==> src/rtl/nvme_pkg.sv <==
// Shared constants and types for the NVMe submission-queue write path.
package nvme_pkg;
  typedef enum logic [2:0] {
    IDLE    = 3'd0,
    SQ_WR   = 3'd1,
    SQ_RESP = 3'd2,
    DB_WR   = 3'd3,
    DB_RESP = 3'd4
  } sq_state_e;

  localparam int          SQ_DEPTH        = 16;
  localparam int          ENTRY_BYTES     = 64;
  localparam int          ENTRY_SHIFT     = $clog2(ENTRY_BYTES);
  localparam logic [2:0]  AXI_SIZE_64B    = 3'b110;
  localparam logic [1:0]  AXI_BURST_INCR  = 2'b01;
  localparam logic [1:0]  AXI_RESP_OKAY   = 2'b00;
  localparam logic [1:0]  AXI_RESP_SLVERR = 2'b10;
  localparam logic [31:0] DB_ADDR_DEFAULT = 32'h0000_1008;
endpackage

==> src/rtl/nvme_sq_submit_ctrl_if.sv <==
// Write-only AXI4 (SQ memory) and AXI-Lite (doorbell) channel bundles.
interface nvme_sq_axi_if #(parameter int ADDR_W = 10, parameter int DATA_W = 512);
  logic              awvalid, awready;
  logic [ADDR_W-1:0] awaddr;
  logic [7:0]        awlen;
  logic [2:0]        awsize;
  logic [1:0]        awburst;
  logic              wvalid, wready;
  logic [DATA_W-1:0] wdata;
  logic [DATA_W/8-1:0] wstrb;
  logic              wlast;
  logic              bvalid, bready;
  logic [1:0]        bresp;

  modport master (output awvalid, awaddr, awlen, awsize, awburst, wvalid, wdata, wstrb, wlast, bready,
                  input  awready, wready, bvalid, bresp);
  modport slave  (input  awvalid, awaddr, awlen, awsize, awburst, wvalid, wdata, wstrb, wlast, bready,
                  output awready, wready, bvalid, bresp);
endinterface

interface nvme_nl_axil_if #(parameter int ADDR_W = 32, parameter int DATA_W = 32);
  logic              awvalid, awready;
  logic [ADDR_W-1:0] awaddr;
  logic              wvalid, wready;
  logic [DATA_W-1:0] wdata;
  logic [DATA_W/8-1:0] wstrb;
  logic              bvalid, bready;
  logic [1:0]        bresp;

  modport master (output awvalid, awaddr, wvalid, wdata, wstrb, bready,
                  input  awready, wready, bvalid, bresp);
  modport slave  (input  awvalid, awaddr, wvalid, wdata, wstrb, bready,
                  output awready, wready, bvalid, bresp);
endinterface

==> src/rtl/rr_arb2.sv <==
// Two-requester round-robin arbiter; priority flips to the other side after each accept.
module rr_arb2 (
  input  logic       clk,
  input  logic       rst,
  input  logic [1:0] req,
  input  logic       accept,
  output logic [1:0] gnt
);
  logic pri;  // 1: requester 1 wins a tie

  always_comb begin
    gnt = 2'b00;
    case (req)
      2'b01:   gnt = 2'b01;
      2'b10:   gnt = 2'b10;
      2'b11:   gnt = pri ? 2'b10 : 2'b01;
      default: gnt = 2'b00;
    endcase
  end

  always_ff @(posedge clk) begin
    if (rst)         pri <= 1'b0;
    else if (accept) pri <= gnt[0];
  end
endmodule

==> src/rtl/nvme_sq_submit_ctrl.sv <==
// Accepts SQ entries from two requesters, writes them into the SQ ring over AXI4,
// then rings the tail doorbell over AXI-Lite.
module nvme_sq_submit_ctrl
  import nvme_pkg::*;
#(
  parameter int          SQ_ADDR_WIDTH = 10,
  parameter int          SQ_DATA_WIDTH = 512,
  parameter int          NL_ADDR_WIDTH = 32,
  parameter int          NL_DATA_WIDTH = 32,
  parameter int          SQ_DEPTH      = nvme_pkg::SQ_DEPTH,
  parameter logic [31:0] DB_ADDR       = DB_ADDR_DEFAULT,
  localparam int         TAIL_W        = $clog2(SQ_DEPTH)
) (
  input  logic                     clk,
  input  logic                     rst,
  input  logic [1:0]               req_valid,
  output logic [1:0]               req_ready,
  input  logic [SQ_DATA_WIDTH-1:0] req_cmd0,
  input  logic [SQ_DATA_WIDTH-1:0] req_cmd1,
  input  logic                     head_valid,
  input  logic [TAIL_W-1:0]        head_in,
  nvme_sq_axi_if.master            sq,
  nvme_nl_axil_if.master           nl,
  output logic [TAIL_W-1:0]        tail,
  output logic                     busy,
  output logic                     err
);
  sq_state_e                state, state_d;
  logic [TAIL_W-1:0]        head;
  logic [15:0]              cid;
  logic [SQ_DATA_WIDTH-1:0] entry, entry_d;
  logic [1:0]               gnt;
  logic                     full, accept;
  logic                     aw_done, w_done, aw_hs, w_hs;

  assign full   = (tail + TAIL_W'(1)) == head;
  assign req_ready = (state == IDLE && !full) ? gnt : 2'b00;
  assign accept = |(req_valid & req_ready);
  assign busy   = (state != IDLE);

  rr_arb2 u_arb (.clk(clk), .rst(rst), .req(req_valid), .accept(accept), .gnt(gnt));

  always_comb begin
    entry_d = req_ready[1] ? req_cmd1 : req_cmd0;
    entry_d[31:16] = cid;
  end

  // Payloads are constant for the life of a state, so they hold while valid waits.
  assign sq.awaddr  = SQ_ADDR_WIDTH'({tail, {ENTRY_SHIFT{1'b0}}});
  assign sq.awlen   = 8'd0;
  assign sq.awsize  = AXI_SIZE_64B;
  assign sq.awburst = AXI_BURST_INCR;
  assign sq.wdata   = entry;
  assign sq.wstrb   = '1;
  assign sq.wlast   = 1'b1;
  assign nl.awaddr  = NL_ADDR_WIDTH'(DB_ADDR);
  assign nl.wdata   = NL_DATA_WIDTH'(tail);
  assign nl.wstrb   = '1;

  assign aw_hs = (sq.awvalid && sq.awready) || (nl.awvalid && nl.awready);
  assign w_hs  = (sq.wvalid && sq.wready) || (nl.wvalid && nl.wready);

  always_comb begin
    state_d    = state;
    sq.awvalid = 1'b0;
    sq.wvalid  = 1'b0;
    sq.bready  = 1'b0;
    nl.awvalid = 1'b0;
    nl.wvalid  = 1'b0;
    nl.bready  = 1'b0;
    case (state)
      IDLE: if (accept) state_d = SQ_WR;
      SQ_WR: begin
        sq.awvalid = !aw_done;
        sq.wvalid  = !w_done;
        if ((aw_done || sq.awready) && (w_done || sq.wready)) state_d = SQ_RESP;
      end
      SQ_RESP: begin
        sq.bready = 1'b1;
        if (sq.bvalid) state_d = (sq.bresp == AXI_RESP_OKAY) ? DB_WR : IDLE;
      end
      DB_WR: begin
        nl.awvalid = !aw_done;
        nl.wvalid  = !w_done;
        if ((aw_done || nl.awready) && (w_done || nl.wready)) state_d = DB_RESP;
      end
      DB_RESP: begin
        nl.bready = 1'b1;
        if (nl.bvalid) state_d = IDLE;
      end
      default: state_d = IDLE;
    endcase
  end

  always_ff @(posedge clk) begin
    if (rst) state <= IDLE;
    else     state <= state_d;
  end

  // AW/W may complete in either order; remember which side is finished.
  always_ff @(posedge clk) begin
    if (rst || state_d != state) begin
      aw_done <= 1'b0;
      w_done  <= 1'b0;
    end else begin
      if (aw_hs) aw_done <= 1'b1;
      if (w_hs)  w_done  <= 1'b1;
    end
  end

  always_ff @(posedge clk) begin
    if (rst) begin
      tail <= '0;
      head <= '0;
      cid  <= '0;
      err  <= 1'b0;
    end else begin
      if (head_valid) head <= head_in;
      if (accept)     cid  <= cid + 16'd1;
      if (state == SQ_RESP && sq.bvalid) begin
        if (sq.bresp == AXI_RESP_OKAY) tail <= tail + TAIL_W'(1);
        else                           err  <= 1'b1;
      end
      if (state == DB_RESP && nl.bvalid && nl.bresp != AXI_RESP_OKAY) err <= 1'b1;
    end
  end

  always_ff @(posedge clk) begin
    if (accept) entry <= entry_d;
  end
endmodule

==> src/flat_wrapper.sv <==
// flat-port wrapper written by rule: the top's interface ports become plain ports
module nvme_sq_submit_ctrl_flat import nvme_pkg::*;
#(
  parameter int          SQ_ADDR_WIDTH = 10,
  parameter int          SQ_DATA_WIDTH = 512,
  parameter int          NL_ADDR_WIDTH = 32,
  parameter int          NL_DATA_WIDTH = 32,
  parameter int          SQ_DEPTH      = nvme_pkg::SQ_DEPTH,
  parameter logic [31:0] DB_ADDR       = DB_ADDR_DEFAULT,
  localparam int         TAIL_W        = $clog2(SQ_DEPTH)
)
  (clk, rst, req_valid, req_ready, req_cmd0, req_cmd1, head_valid, head_in, tail, busy, err, sq_awvalid, sq_awaddr, sq_awlen, sq_awsize, sq_awburst, sq_wvalid, sq_wdata, sq_wstrb, sq_wlast, sq_bready, sq_awready, sq_wready, sq_bvalid, sq_bresp, nl_awvalid, nl_awaddr, nl_wvalid, nl_wdata, nl_wstrb, nl_bready, nl_awready, nl_wready, nl_bvalid, nl_bresp);
  nvme_sq_axi_if #(.ADDR_W(10), .DATA_W(512)) sq_i ();
  nvme_nl_axil_if #(.ADDR_W(32), .DATA_W(32)) nl_i ();
  input  logic clk;
  input  logic rst;
  input  logic [1:0] req_valid;
  output logic [1:0] req_ready;
  input  logic [SQ_DATA_WIDTH-1:0] req_cmd0;
  input  logic [SQ_DATA_WIDTH-1:0] req_cmd1;
  input  logic head_valid;
  input  logic [TAIL_W-1:0] head_in;
  output logic [TAIL_W-1:0] tail;
  output logic busy;
  output logic err;
  output wire logic [$bits(sq_i.awvalid)-1:0] sq_awvalid;
  output wire logic [$bits(sq_i.awaddr)-1:0] sq_awaddr;
  output wire logic [$bits(sq_i.awlen)-1:0] sq_awlen;
  output wire logic [$bits(sq_i.awsize)-1:0] sq_awsize;
  output wire logic [$bits(sq_i.awburst)-1:0] sq_awburst;
  output wire logic [$bits(sq_i.wvalid)-1:0] sq_wvalid;
  output wire logic [$bits(sq_i.wdata)-1:0] sq_wdata;
  output wire logic [$bits(sq_i.wstrb)-1:0] sq_wstrb;
  output wire logic [$bits(sq_i.wlast)-1:0] sq_wlast;
  output wire logic [$bits(sq_i.bready)-1:0] sq_bready;
  input wire logic [$bits(sq_i.awready)-1:0] sq_awready;
  input wire logic [$bits(sq_i.wready)-1:0] sq_wready;
  input wire logic [$bits(sq_i.bvalid)-1:0] sq_bvalid;
  input wire logic [$bits(sq_i.bresp)-1:0] sq_bresp;
  output wire logic [$bits(nl_i.awvalid)-1:0] nl_awvalid;
  output wire logic [$bits(nl_i.awaddr)-1:0] nl_awaddr;
  output wire logic [$bits(nl_i.wvalid)-1:0] nl_wvalid;
  output wire logic [$bits(nl_i.wdata)-1:0] nl_wdata;
  output wire logic [$bits(nl_i.wstrb)-1:0] nl_wstrb;
  output wire logic [$bits(nl_i.bready)-1:0] nl_bready;
  input wire logic [$bits(nl_i.awready)-1:0] nl_awready;
  input wire logic [$bits(nl_i.wready)-1:0] nl_wready;
  input wire logic [$bits(nl_i.bvalid)-1:0] nl_bvalid;
  input wire logic [$bits(nl_i.bresp)-1:0] nl_bresp;
  assign sq_awvalid = sq_i.awvalid;
  assign sq_awaddr = sq_i.awaddr;
  assign sq_awlen = sq_i.awlen;
  assign sq_awsize = sq_i.awsize;
  assign sq_awburst = sq_i.awburst;
  assign sq_wvalid = sq_i.wvalid;
  assign sq_wdata = sq_i.wdata;
  assign sq_wstrb = sq_i.wstrb;
  assign sq_wlast = sq_i.wlast;
  assign sq_bready = sq_i.bready;
  assign sq_i.awready = sq_awready;
  assign sq_i.wready = sq_wready;
  assign sq_i.bvalid = sq_bvalid;
  assign sq_i.bresp = sq_bresp;
  assign nl_awvalid = nl_i.awvalid;
  assign nl_awaddr = nl_i.awaddr;
  assign nl_wvalid = nl_i.wvalid;
  assign nl_wdata = nl_i.wdata;
  assign nl_wstrb = nl_i.wstrb;
  assign nl_bready = nl_i.bready;
  assign nl_i.awready = nl_awready;
  assign nl_i.wready = nl_wready;
  assign nl_i.bvalid = nl_bvalid;
  assign nl_i.bresp = nl_bresp;
  nvme_sq_submit_ctrl #(.SQ_ADDR_WIDTH(SQ_ADDR_WIDTH), .SQ_DATA_WIDTH(SQ_DATA_WIDTH), .NL_ADDR_WIDTH(NL_ADDR_WIDTH), .NL_DATA_WIDTH(NL_DATA_WIDTH), .SQ_DEPTH(SQ_DEPTH), .DB_ADDR(DB_ADDR)) u_core (.clk(clk), .rst(rst), .req_valid(req_valid), .req_ready(req_ready), .req_cmd0(req_cmd0), .req_cmd1(req_cmd1), .head_valid(head_valid), .head_in(head_in), .sq(sq_i), .nl(nl_i), .tail(tail), .busy(busy), .err(err));
endmodule
==> config.mk <==
export PLATFORM = sky130hd
export DESIGN_NAME = nvme_sq_submit_ctrl_flat
export DESIGN_NICKNAME = d
export VERILOG_FILES = /design/src/rtl/nvme_pkg.sv /design/src/rtl/nvme_sq_submit_ctrl_if.sv /design/src/rtl/rr_arb2.sv /design/src/rtl/nvme_sq_submit_ctrl.sv /design/src/flat_wrapper.sv
export SDC_FILE = /design/constraint.sdc
export NUM_CORES = 1
export LEC_CHECK = 0
export BUFFER_PORTS_ARGS = -buffer_cell sky130_fd_sc_hd__buf_2
export CAP_MARGIN = 40
export CORE_AREA = 2 2 666 668
export DETAILED_ROUTE_END_ITERATION = 16
export DIE_AREA = 0 0 668 670
export GPL_TIMING_DRIVEN = 0
export HOLD_SLACK_MARGIN = 0.02
export PLACE_DENSITY = 0.3
export RECOVER_POWER = 25
export SETUP_SLACK_MARGIN = 0.2
export SLEW_MARGIN = 25
export SYNTH_ARGS = -nofsm -noshare
export SYNTH_HDL_FRONTEND = slang
export SYNTH_SLANG_ARGS = --single-unit
==> constraint.sdc <==
create_clock -name clk -period 22 [get_ports clk]
set_input_delay 1.1 -clock clk [delete_from_list [all_inputs] [get_ports clk]]
set_output_delay 1.1 -clock clk [all_outputs]
set_load 0.03 [all_outputs]
Yosys cells after proc, flatten, opt, wreduce, memory -nomap -nowiden
Cells that the tools add are included.
{ "op_classes": {"addsub": 2, "eq_ne": 10, "muxes": 20, "n_bitwise": 1, "n_reduce_logical": 28} }
{ "ops": {"columns": ["cell", "n"], "rows": [
  ["$mux W512", 1],
  ["$add A16 B1 Y16 const B", 1],
  ["$mux W3", 5],
  ["$pmux W3 S5", 1],
  ["$logic_and A1 B1 Y1", 10],
  ["$mux W1", 9],
  ["$logic_or A1 B1 Y1", 7],
  ["$eq A3 B2 Y1 const B", 2],
  ["$mux W2", 3],
  ["$pmux W2 S3", 1],
  ["$add A4 B1 Y4 const B", 1],
  ["$eq A2 B2 Y1 const B", 2],
  ["$eq A4 B4 Y1", 1],
  ["$reduce_and A2 Y1", 2],
  ["$reduce_bool A2 Y1", 2],
  ["$eq A3 B1 Y1 const B", 1],
  ["$eq A3 B3 Y1 const B", 1],
  ["$logic_not A1 Y1", 3],
  ["$logic_not A3 Y1", 1],
  ["$ne A3 B3 Y1", 1],
  ["$reduce_bool A3 Y1", 1],
  ["$and A2 B2 Y2", 1],
  ["$eq A2 B1 Y1 const B", 1],
  ["$logic_not A2 Y1", 1],
  ["other kinds (2)", 2]
]} }
{ "totals": {"reg_bits": 543, "inputBits": 1043} }

Longest topological paths before layout
Gate-level depths: netlist of run 1.
{ "logic_depth": {"word_depth": 11, "ltp_mapped": 9, "depth_no_buf": 6} }

By module
A second synthesis of run 1 with hierarchy kept.
{ "unflattened": {"cells_unflattened": 1411, "hier_area_um2": 24288.3} }
{ "modules_own_cells": {"columns": ["mod", "n_inst", "cells_per_inst", "area_per_inst_um2"], "rows": [
  ["nvme_sq_submit_ctrl", 1, 1404, 24220.7],
  ["rr_arb2", 1, 7, 67.6]
]} }

Worst setup path before layout of run 1
OpenSTA, ideal clock, no wires.
{ "synth_timing": {"kind": "flip-flop to flip-flop", "from": "register u_core.tail[0]", "to": "register u_core.entry[0], in the netlist u_core.sq.wdata[0] (enable)", "arrival_ps": 11534, "required_time_ps": 21144, "slack_ps": 9610, "stages_incl_launch_ff": 7, "path_buffers": 1, "path_cell_list": "dfxtp_1 > ha_1 > xnor3_1 > nand3_2 > o221ai_1 > clkbuf_1 > inv_1"} }
{ "synth_via": {"elab_chain_len": 7} }
{ "synth_rtl": {"columns": ["item", "line", "text"], "rows": [
  ["from (decl)", "nvme_sq_submit_ctrl.sv:24", "output logic [TAIL_W-1:0] tail,"],
  ["from (signal assigned)", "nvme_sq_submit_ctrl.sv:121", "if (sq.bresp == AXI_RESP_OKAY) tail <= tail + TAIL_W'(1);"],
  ["$add A4 B1 Y4", "nvme_sq_submit_ctrl.sv:36", "assign full = (tail + TAIL_W'(1)) == head;"],
  ["$eq A4 B4 Y1", "nvme_sq_submit_ctrl.sv:36", null],
  ["$logic_not A1 Y1", "nvme_sq_submit_ctrl.sv:37", "assign req_ready = (state == IDLE && !full) ? gnt : 2'b00;"],
  ["$logic_and A1 B1 Y1", "nvme_sq_submit_ctrl.sv:37", null],
  ["$mux W2", "nvme_sq_submit_ctrl.sv:37", null],
  ["$and A2 B2 Y2", "nvme_sq_submit_ctrl.sv:38", "assign accept = |(req_valid & req_ready);"],
  ["$reduce_or A2 Y1", "nvme_sq_submit_ctrl.sv:38", null],
  ["net u_core.accept", "nvme_sq_submit_ctrl.sv:33", "logic full, accept;"],
  ["to (signal assigned)", "nvme_sq_submit_ctrl.sv:129", "if (accept) entry <= entry_d;"],
  ["to (decl)", "nvme_sq_submit_ctrl.sv:31", "logic [SQ_DATA_WIDTH-1:0] entry, entry_d;"]
]} }
The timed path passes the listed nets, and every way through them passes these cells.
A chain may end at the register's enable or synchronous reset.

Worst setup path after layout of run 1
{ "layout_timing": {"from": "register u_core.tail[0]", "to": "output port req_ready[1]"} }
{ "layout_via": {"elab_chain_len": 5} }
{ "layout_rtl": {"columns": ["item", "line", "text"], "rows": [
  ["$add A4 B1 Y4", "nvme_sq_submit_ctrl.sv:36", null],
  ["$eq A4 B4 Y1", "nvme_sq_submit_ctrl.sv:36", null],
  ["$logic_not A1 Y1", "nvme_sq_submit_ctrl.sv:37", null],
  ["$logic_and A1 B1 Y1", "nvme_sq_submit_ctrl.sv:37", null],
  ["$mux W2", "nvme_sq_submit_ctrl.sv:37", null],
  ["to (decl)", "flat_wrapper.sv:18", "output logic [1:0] req_ready;"]
]} }
Every way passes these cells.

==> results.cfg, run 1 <==
[outcome]
status = complete, no violations

[timing]
max_slew.worst_pin.slew_ps = 1177
fin_skew_ps = 80.03
final_hold_viol_count = 0
rsz0062_at_grt = no
finalCritPeriodShare = 0.2363
setup_viol = 0
fin_crit_ps = 5198
hold_ws_ps = 482.1
maxSlewHeadroom = 0.2133
max_clock_freq_mhz = 192.4
drv_slew = 0

[route]
route.detailed.drc = 0
drt-initial-drc-count = 1470
via_per_inst = 2.287
dr.pass1.iters = 5
vias = 21169
wl_per_cell_um = 31.83
routed_wl_um = 294600
ant_nets = 0

[worst_setup_path]
cp.arrival_ps = 4100
r2r-start = u_core.tail[0]
crit_fanout = 10
timing.reg2reg.setup_slack_ps = 17840
crit_start = u_core.tail[0]
endpoint_kind = primary output
critPathKind = flop to primary output
rr_worst_depth = 9
start_kind = flop
r2r-end = u_core.sq.wdata[383]
crit_end = req_ready[1]
critPathRequiredTime_ps = 20900

[power_and_ir_drop]
peakVddDrop_mv = 0.05710
total_power_mw = 4.339
power_density_nw_per_um2 = 98.06
p_leak_nw = 17.47

[synthesis]
yosys_most_used_dff = edfxtp_1
yosys_warnings = 0
synth.avg_cell_area_um2 = 18.06
syn_inst = 1410
synth_edf_count = 512
seq_area_frac_synth = 0.6281
async_flop_share = 0
ys_ff_latch = 543
synth.distinct_cells = 46
syn_area_um2 = 25470

[global_routing]
grt_first_pass_wirelength_um = 341100
antenna_found_initial = 198
grt_pass1_vias = 21571
grt_usage = 0.1266
grt_overflow = 0
grt_max_degree = 84

[floorplanning]
die_h_um = 670
die_area_um2 = 447600
start_util = 0.05785
num_io_pins = 1725
die_w_um = 668
core_um2 = 440200
std_cell_rows = 244

[cts]
cts-htree-levels = 3
hold_buffers = 0
ctsResizeCount = 0
post_cts_buffers = 0
cts_num_sinks = 543
cts.clk_slew.worst_paths_ps = 60
cts_tree = done
clk_path_buf_depth = 4
insertion_delay_ps = 860
cts_root_buffer = clkbuf_16
cts_buffers = 94

[worst_hold_path]
holdCritPathClass = flop to flop
min_from = u_core.cid[15]

[cells_and_area]
layout-drive-gt1-share = 0.6246
layout_commonest_cell = buf_2
nNetsFinal = 4252
layout_common_cells = buf_2, edfxtp_1, clkbuf_1
area_growth_pct = 73.73
final_util = 0.1005

[placement]
place.gp.congestion = 0.9001
port_buffers = 1543
dp_hpwl_um = 263800

[job]
max_cap_violations = 0
-- final cells by class --
class                   instances  area (um^2)
diodes                         72        180.2
multi-input cells             785         8284
clock inverters                57        658.1
clock buffers                 111         2467
well taps                    5904         7387
fillers                     50898       396000
repair buffers               1555         7522
flip-flops and latches        543        16000
plain buffers                 219         1710
inverters                       9        41.29
-- critical path, cell delays in order (launching register included) --
cell and delay [ps]:
dfxtp_1 580, ha_1 340, xnor2_1 190, nand3_2 120
nor2_1 460, or3_1 470, buf_4 440, buf_6 230
buf_6 220, inv_1 60, buf_2 170
-- cell usage after synthesis (all sizes together), types with 2 or more instances --
master / n / share of area
mux2: 496 / 0.27
nor3: 4 / 0.00079
a21oi: 16 / 0.0031
nor3b: 3 / 0.00088
o31ai: 10 / 0.0029
edfxtp: 512 / 0.60
o21a: 2 / 0.00059
mux2i: 7 / 0.0028
dfxtp: 31 / 0.024
buf: 213 / 0.066
or3: 5 / 0.0012
nand3: 6 / 0.0014
o221ai: 2 / 0.00069
a31oi: 2 / 0.00049
ha: 2 / 0.00098
nand2: 9 / 0.0013
xor2: 4 / 0.0014
nand4: 4 / 0.00098
or4: 10 / 0.0029
nor2: 21 / 0.0031
xnor2: 3 / 0.0010
o211ai: 3 / 0.00088
or2: 2 / 0.00049
clkbuf: 6 / 0.00088
o21ba: 2 / 0.00079
o21ai: 12 / 0.0024
conb: 2 / 0.00029
inv: 9 / 0.0013
-- kinds of logic (layout without fill, tap and decap cells) --
group / after synthesis / after routing / share of synthesized area
AOI/OAI and AO/OA: 56 / 56 / 0.01420
xor gates and xnor gates: 8 / 8 / 0.003292
adders and majority gates: 2 / 2 / 0.0009824
buffers and inverters: 228 / 1951 / 0.06844
DFF: 543 / 543 / 0.6281
muxes: 503 / 503 / 0.2705
other: 2 / 220 / 0.0002949
and+or+nand+nor: 68 / 68 / 0.01420
-- state kept, by name (all words and copies together) (netlist names) --
register and flops:
u_core.sq.wdata 512, u_core.cid 16, u_core.head 4, u_core.state 3, u_core.u_arb.pri 1, u_core.tail 4, u_core.aw_done 1, u_core.err 1
u_core.w_done 1
-- routing by layer --
layer | track usage | routed length, um | vias up
met5 | 0 | 91 | -
met4 | 0.02762 | 7202 | 12
met3 | 0.07694 | 41760 | 310
met2 | 0.2121 | 138200 | 1392
met1 | 0.1349 | 107300 | 10639
li1 | - | - | 8816
-- report_power, final --
group	leakage (nW)	total, mW	internal (mW)	switching, mW
clock network	1.51	1.59	0.943	0.652
registers	5.23	1.39	1.34	0.0533
logic	10.7	1.35	0.327	1.03
total	17.5	4.34	2.61	1.73
-- how the worst min path moves through the flow --
stage / endpoint / slack [ps] / cells after the start
2_1_floorplan: u_core.sq.wdata[31] / 420 / 0
5_1_grt: u_core.sq.wdata[444] / 450 / 2
3_3_place_gp: u_core.err / 450 / 2
3_5_place_dp: u_core.err / 460 / 2
4_1_cts: u_core.sq.wdata[177] / 400 / 2
6_report: u_core.sq.wdata[31] / 480 / 0
-- metrics by stage --
| step | TNS (ps) | instances | cell area, um^2 | worst slack, ps |
|---|---|---|---|---|
| 4_1_cts | 0 | 9183 | 44530 | 16520 |
| 6_report | 0 | 9255 | 44250 | 16800 |
| 5_1_grt | 0 | 9217 | 44150 | 16500 |
| 2_1_floorplan | 0 | 1556 | 26020 | 9610 |
| 3_5_place_dp | 0 | 9015 | 41400 | 17450 |
| 3_3_place_gp | -37570 | 9003 | 41130 | -265.7 |
No activity file was read; power rests on OpenSTA's default activity.
==> run 2: changes to the inputs <==
--- a/config.mk
+++ b/config.mk
@@ -5,11 +5,12 @@
 export SDC_FILE = /design/constraint.sdc
 export NUM_CORES = 1
 export LEC_CHECK = 0
+export ABC_AREA = 1
 export BUFFER_PORTS_ARGS = -buffer_cell sky130_fd_sc_hd__buf_2
 export CAP_MARGIN = 40
-export CORE_AREA = 2 2 666 668
+export CORE_AREA = 2 2 663 665
 export DETAILED_ROUTE_END_ITERATION = 16
-export DIE_AREA = 0 0 668 670
+export DIE_AREA = 0 0 665 667
 export GPL_TIMING_DRIVEN = 0
 export HOLD_SLACK_MARGIN = 0.02
 export PLACE_DENSITY = 0.3
==> constraint.sdc (replaced) <==
create_clock -name clk -period 5.1 [get_ports clk]
set_input_delay 0.255 -clock clk [delete_from_list [all_inputs] [get_ports clk]]
set_output_delay 0.255 -clock clk [all_outputs]
set_load 0.03 [all_outputs]
==> run 2 against run 1 <==
  * Via count increased by 39%
  * Final area increased by 20%
  * Combinational power increased to 4.7 times the previous value
  * Die area decreased by 0.89%
  * Non-clock buffer count increased by 1069
  * Global-route usage decreased by 0.41 points
  * Sequential power increased to 4.3 times the previous value
  * Core utilization increased by 2.1 points
  * Synthesized cell count increased by 79%
  * Cell count increased by 21%
  * Synthesized area decreased by 3.8%
==> results.cfg, run 2 <==
[route]
dr.pass1.iters = 8
via_per_inst = 2.636
ant_nets = 0
wl_per_cell_um = 25.38
vias = 29497
drt-initial-drc-count = 1627
routed_wl_um = 284000
route.detailed.drc = 0

[timing]
max_slew.worst_pin.slew_ps = 1014
drv_slew = 0
rsz0062_at_grt = no
fin_skew_ps = 47.65
finalCritPeriodShare = 0.8823
max_clock_freq_mhz = 222.2
hold_ws_ps = 42.60
final_hold_viol_count = 0
setup_viol = 0
fin_crit_ps = 4500
maxSlewHeadroom = 0.3267

[floorplanning]
die_area_um2 = 443600
start_util = 0.05609
die_h_um = 667
std_cell_rows = 243
die_w_um = 665
core_um2 = 436600
num_io_pins = 1725

[outcome]
status = complete, no violations

[worst_hold_path]
holdCritPathClass = input port to flop

[cells_and_area]
seq_area_um2 = 16000
layout_commonest_cell = nand2_1
multi_input_area_um2 = 7036
layout-drive-gt1-share = 0.2938
area_growth_pct = 116.6
largest_reg_flops = 512
nNetsFinal = 6390
layout_common_cells = nand2_1, buf_2, dlygate4sd3_1
n_fill_cell = 50567
finalInstanceArea_um2 = 53050

[synthesis]
yosys_most_used_dff = edfxtp_1
async_flop_share = 0
synth.avg_cell_area_um2 = 9.684
synth_edf_count = 512
yosysTopAreaCell = edfxtp_1
yosys_warnings = 0
yosysMostFrequentCell = nand2_1
synth.distinct_cells = 28
syn_area_um2 = 24490
ys_ff_latch = 543
ys_top_cells_by_area = edfxtp_1, nand2_1, buf_4
yosysTopAreaCellShare = 0.6278
synthTopCellsByCount = nand2_1, edfxtp_1, buf_4
syn_inst = 2529
seq_area_frac_synth = 0.6531

[cts]
cts_root_buffer = clkbuf_16
cts_tree = done
insertion_delay_ps = 860
cts_buffers = 96
cts_num_sinks = 543
clk_path_buf_depth = 4
post_cts_buffers = 0
cts.clk_slew.worst_paths_ps = 60
cts-htree-levels = 3

[worst_setup_path]
r2r-start = u_core.tail[0]
cp_slowest_cell = dfxtp_1
start_kind = flop
endpoint_kind = flop
timing.reg2reg.setup_slack_ps = 600
crit_start = u_core.tail[0]
crit_fanout = 79
cp.arrival_ps = 4950
critPathRequiredTime_ps = 5550
critPathKind = flop to flop
critPathMaxStageDelay_ps = 760
cpMostUsedCell = buf_16
r2r-end = u_core.sq.wdata[420]
cp_cell_sequence = ha_1 -> inv_1 -> nand2_1 -> nand3_1 -> nand2_1 -> nor2_1 -> nand3_2 -> nand3_2 -> nand2_1 -> buf_8 -> buf_16 -> buf_16 -> buf_16 -> buf_16
rr_worst_depth = 14
crit_end = u_core.sq.wdata[420]

[placement]
place_area_um2 = 40220
dp_hpwl_um = 245600
port_buffers = 1544
place.gp.congestion = 1.009

[global_routing]
grt_overflow = 0
antenna_found_initial = 58
grt_usage = 0.1224
grt_first_pass_wirelength_um = 346200
grt_max_degree = 80
grt_pass1_vias = 30913

[power_and_ir_drop]
p_leak_nw = 22.73
peakVddDrop_mv = 0.2447
power_density_nw_per_um2 = 359.9

[job]
max_cap_violations = 0
-- run 2: changes by cell type in the layout (fill, tap and decap cells not counted), moves of 10 or more --
| cell | change |
|---|---|
| nor2_1 | +15 |
| mux2_4 | -329 |
| nand2_1 | +1537 |
| o21ai_0 | +10 |
| dlygate4sd3_1 | +1019 |
| buf_2 | +41 |
| mux2_2 | -167 |
| o31ai_1 | -10 |
| diode_2 | -55 |
| or4_1 | -10 |
| buf_6 | -35 |
| inv_1 | +30 |
| buf_4 | +41 |
-- run 2: repair_timing --
item                                   4_1_cts  5_1_grt
endpoints found under the hold margin      527        1
gates resized for setup                      0        0
hold buffers                              1018        1
-- run 2: per-layer routing --
metal	routed length, um	track usage	part of all wire
met4	8107	0.02992	0.029
met2	144100	0.2230	0.51
met1	100700	0.1256	0.35
met3	30980	0.05766	0.11
met5	77	0	0.00027
-- run 2: cells by family after synthesis --
group	Yosys count	synth area share
XOR/XNOR	7	0.002503
adder cells (fa/ha/maj)	2	0.001022
flip-flops	543	0.6531
buffers and inverters	310	0.08195
other	2	0.0003067
AND/OR/NAND/NOR	1615	0.2499
AO/OA/AOI/OAI	50	0.01114
-- run 2: how the worst min path moves through the flow --
stage,startpoint,end,slack (ps),cells past startpoint
after floorplan,rst,u_core.cid[15],320,1
after global placement,u_core.u_arb.pri,u_core.u_arb.pri,460,2
after detailed placement,u_core.u_arb.pri,u_core.u_arb.pri,460,2
after CTS,req_cmd0[312],u_core.sq.wdata[312],20,3
after global routing,req_cmd0[55],u_core.sq.wdata[55],30,3
final,req_cmd0[55],u_core.sq.wdata[55],40,3
-- run 2: area by class of cell --
cell class	instances	area share
Clock buffer	108	0.04653
Antenna cell	17	0.0008019
Buffer	271	0.03526
Timing Repair Buffer	2572	0.3337
Multi-Input combinational cell	1822	0.1326
Sequential cell	543	0.3015
Clock inverter	63	0.01106
Inverter	39	0.002759
Tap cell	5757	0.1358
-- run 2: power breakdown --
group	switching [mW]	total, mW	internal (mW)	leakage [nW]
Combinational	4.58	6.39	1.81	16.0
Clock	2.75	6.67	3.92	1.49
Sequential	0.271	6.04	5.77	5.22
-- run 2: stage by stage --
| step | setup TNS, ps | cells | setup WS [ps] | util | total power, mW |
|---|---|---|---|---|---|
| CTS | 0 | 11174 | 388.0 | 0.1225 | 20.01 |
| floorplan | 0 | 2675 | 703.2 | - | 8.450 |
| detailed placement | 0 | 9985 | 400.2 | 0.09212 | 11.95 |
| global placement | -1121720 | 9976 | -2501 | 0.09156 | 12.03 |
| finish | 0 | 11192 | 600.2 | 0.1215 | 19.09 |
| global route | 0 | 11182 | 225.6 | 0.1215 | 20.23 |
-- run 2: worst max-delay path, delay by kind of cell (launching register included) --
kind                     cells  cell delay (ps)
buffers and inverters        6             1870
adder cells (fa/ha/maj)      1              300
AND/OR/NAND/NOR              7              760
flip-flops                   1              760
==> run 3: changes to the inputs <==
--- a/config.mk
+++ b/config.mk
@@ -8,9 +8,11 @@
 export ABC_AREA = 1
 export BUFFER_PORTS_ARGS = -buffer_cell sky130_fd_sc_hd__buf_2
 export CAP_MARGIN = 40
-export CORE_AREA = 2 2 663 665
+export CELL_PAD_IN_SITES_DETAIL_PLACEMENT = 2
+export CELL_PAD_IN_SITES_GLOBAL_PLACEMENT = 2
+export CORE_AREA = 2 2 682 684
 export DETAILED_ROUTE_END_ITERATION = 16
-export DIE_AREA = 0 0 665 667
+export DIE_AREA = 0 0 684 686
 export GPL_TIMING_DRIVEN = 0
 export HOLD_SLACK_MARGIN = 0.02
 export PLACE_DENSITY = 0.3
==> run 3 against run 2 <==
  * Global-route usage down 0.71 points
  * Via count is 0.49% lower
  * Non-clock buffer count fell by 21
  * Clock skew fell by 0.88 ps
  * Hold slack lost 27 ps
  * Sequential power barely moved
  * Combinational power shrank 5.5%
  * Cell count increased by 3.7%
  * Wire length shrank 1.3%
  * Critical endpoint is now u_core.sq.wdata[262]
==> results.cfg, run 3 (synthesized netlist as in run 2, its figures left out) <==
[floorplanning]
std_cell_rows = 250
start_util = 0.05301
num_io_pins = 1725
die_h_um = 686
core_um2 = 462000
die_w_um = 684
die_area_um2 = 469200

[power_and_ir_drop]
seqPwrFrac = 0.318
switching_power_mw = 7.361
power_density_nw_per_um2 = 353.8
p_sw_frac = 0.3897
p_comb_frac = 0.320
p_leak_nw = 22.64
peakVddDrop_mv = 0.2288
p_clk_frac = 0.362
p_int_mw = 11.53

[cells_and_area]
nNetsFinal = 6370
area_growth_pct = 118.0
layout_common_cells = nand2_1, buf_2, dlygate4sd3_1
layout-drive-gt1-share = 0.2941
layout_commonest_cell = nand2_1
largest_reg_flops = 512

[timing]
drv_slew = 0
fin_crit_ps = 4327
final_hold_viol_count = 0
setup_viol = 0
maxSlewHeadroom = 0.4227
finalCritPeriodShare = 0.8485
timing.final.ws_setup_ps = 772.5
rsz0062_at_grt = no
max_clock_freq_mhz = 231.1
fin_skew_ps = 46.76
hold_ws_ps = 15.73
max_slew.worst_pin.slew_ps = 869.7

[global_routing]
grt_first_pass_wirelength_um = 352100
antenna_found_initial = 107
grt_pass1_vias = 32862
grt_usage = 0.1154
grt_max_degree = 70
grt_overflow = 0

[route]
via_per_inst = 2.530
ant_nets = 0
wl_per_cell_um = 24.16
dr.pass1.iters = 5
vias = 29353
route.detailed.drc = 0
routed_wl_um = 280300
drt-initial-drc-count = 1108

[worst_hold_path]
holdCritPathClass = input port to flop

[cts]
cts_tree = done
cts_num_sinks = 543
clk_path_buf_depth = 4
hold_buffers = 997
cts.clk_slew.worst_paths_ps = 50
cts_buffers = 97
post_cts_buffers = 0
ctsResizeCount = 0
cts-htree-levels = 3
insertion_delay_ps = 840
cts_root_buffer = clkbuf_16

[worst_setup_path]
critPathRequiredTime_ps = 5770
critPathKind = flop to flop
crit_fanout = 10
endpoint_kind = flop
cp.arrival_ps = 4990
start_kind = flop

[job]
max_cap_violations = 0

[placement]
dp_hpwl_um = 240900
port_buffers = 1544
place.gp.congestion = 0.8704
post-place-ws_ps = 993.8

[outcome]
status = complete, no violations
-- run 3: cell types whose count changed in the layout (fill, tap and decap cells not counted), moves of 2 or more --
cell           previous run  this run
buf_2                  1239      1234
clkinv_2                 18        20
clkbuf_1                386       398
clkinvlp_4                6         2
clkinv_4                  3         1
clkbuf_8                  0         2
clkinv_1                 22        19
diode_2                  17        29
dlygate4sd3_1          1019       997
inv_6                     1         4
-- run 3: routing by layer --
layer / share of wire / GRT usage / wire (um)
met5: 0.0011 / 0 / 313
met4: 0.029 / 0.02692 / 8005
met3: 0.060 / 0.03084 / 16710
met2: 0.54 / 0.2229 / 150300
met1: 0.37 / 0.1231 / 105000
-- run 3: metrics by stage --
step / util / TNS (ps) / instance area (um^2) / power, mW / cells
finish: 0.1156 / 0 / 53400 / 18.89 / 11603
global route: 0.1155 / 0 / 53340 / 19.99 / 11582
CTS: 0.1164 / 0 / 53800 / 19.84 / 11574
detailed placement: 0.08821 / 0 / 40750 / 11.59 / 10403
global placement: 0.08765 / -1258250 / 40500 / 11.64 / 10393
floorplan: - / 0 / 25040 / 8.450 / 2675
-- run 3: final cells by class --
cell class                      instances  area [um^2]
Fill cell                           54621       408600
Timing Repair Buffer                 2551        17490
Sequential cell                       543        16000
Tap cell                             6174         7725
Multi-Input combinational cell       1822         7036
Clock buffer                          118         2547
Buffer                                271         1871
Clock inverter                         56        516.7
Inverter                               39        146.4
Antenna cell                           29        72.57
-- run 3: path summary, 6_finish.rpt --
path	startpoint	end	slack (ps)	cells past startpoint
min reg2reg	u_core.u_arb.pri	u_core.u_arb.pri	480	2
min	req_cmd1[503]	u_core.sq.wdata[503]	20	3
max reg2reg	u_core.tail[0]	u_core.sq.wdata[262]	770	12
max	u_core.tail[0]	u_core.sq.wdata[262]	770	12
-- run 3: power groups by stage --
stage	registers, mW	logic [mW]	clock network (mW)
6_report	6.01	6.04	6.84
5_1_grt	6.09	6.51	7.39
4_1_cts	6.01	6.50	7.33
3_5_place_dp	6.09	5.50	0
3_3_place_gp	6.23	5.41	0
2_1_floorplan	7.33	1.12	0
-- run 3: critical path, cell delays in order, from the launching register on --
cell and delay [ps]:
dfxtp_1 700, ha_1 380, xnor2_1 170, nand2_1 70, nor2_1 130, nand3_2 160
nand3_2 150, buf_4 430, buf_4 370, buf_2 320, nand2_1 220, nand2_1 260
dlygate4sd3_1 700
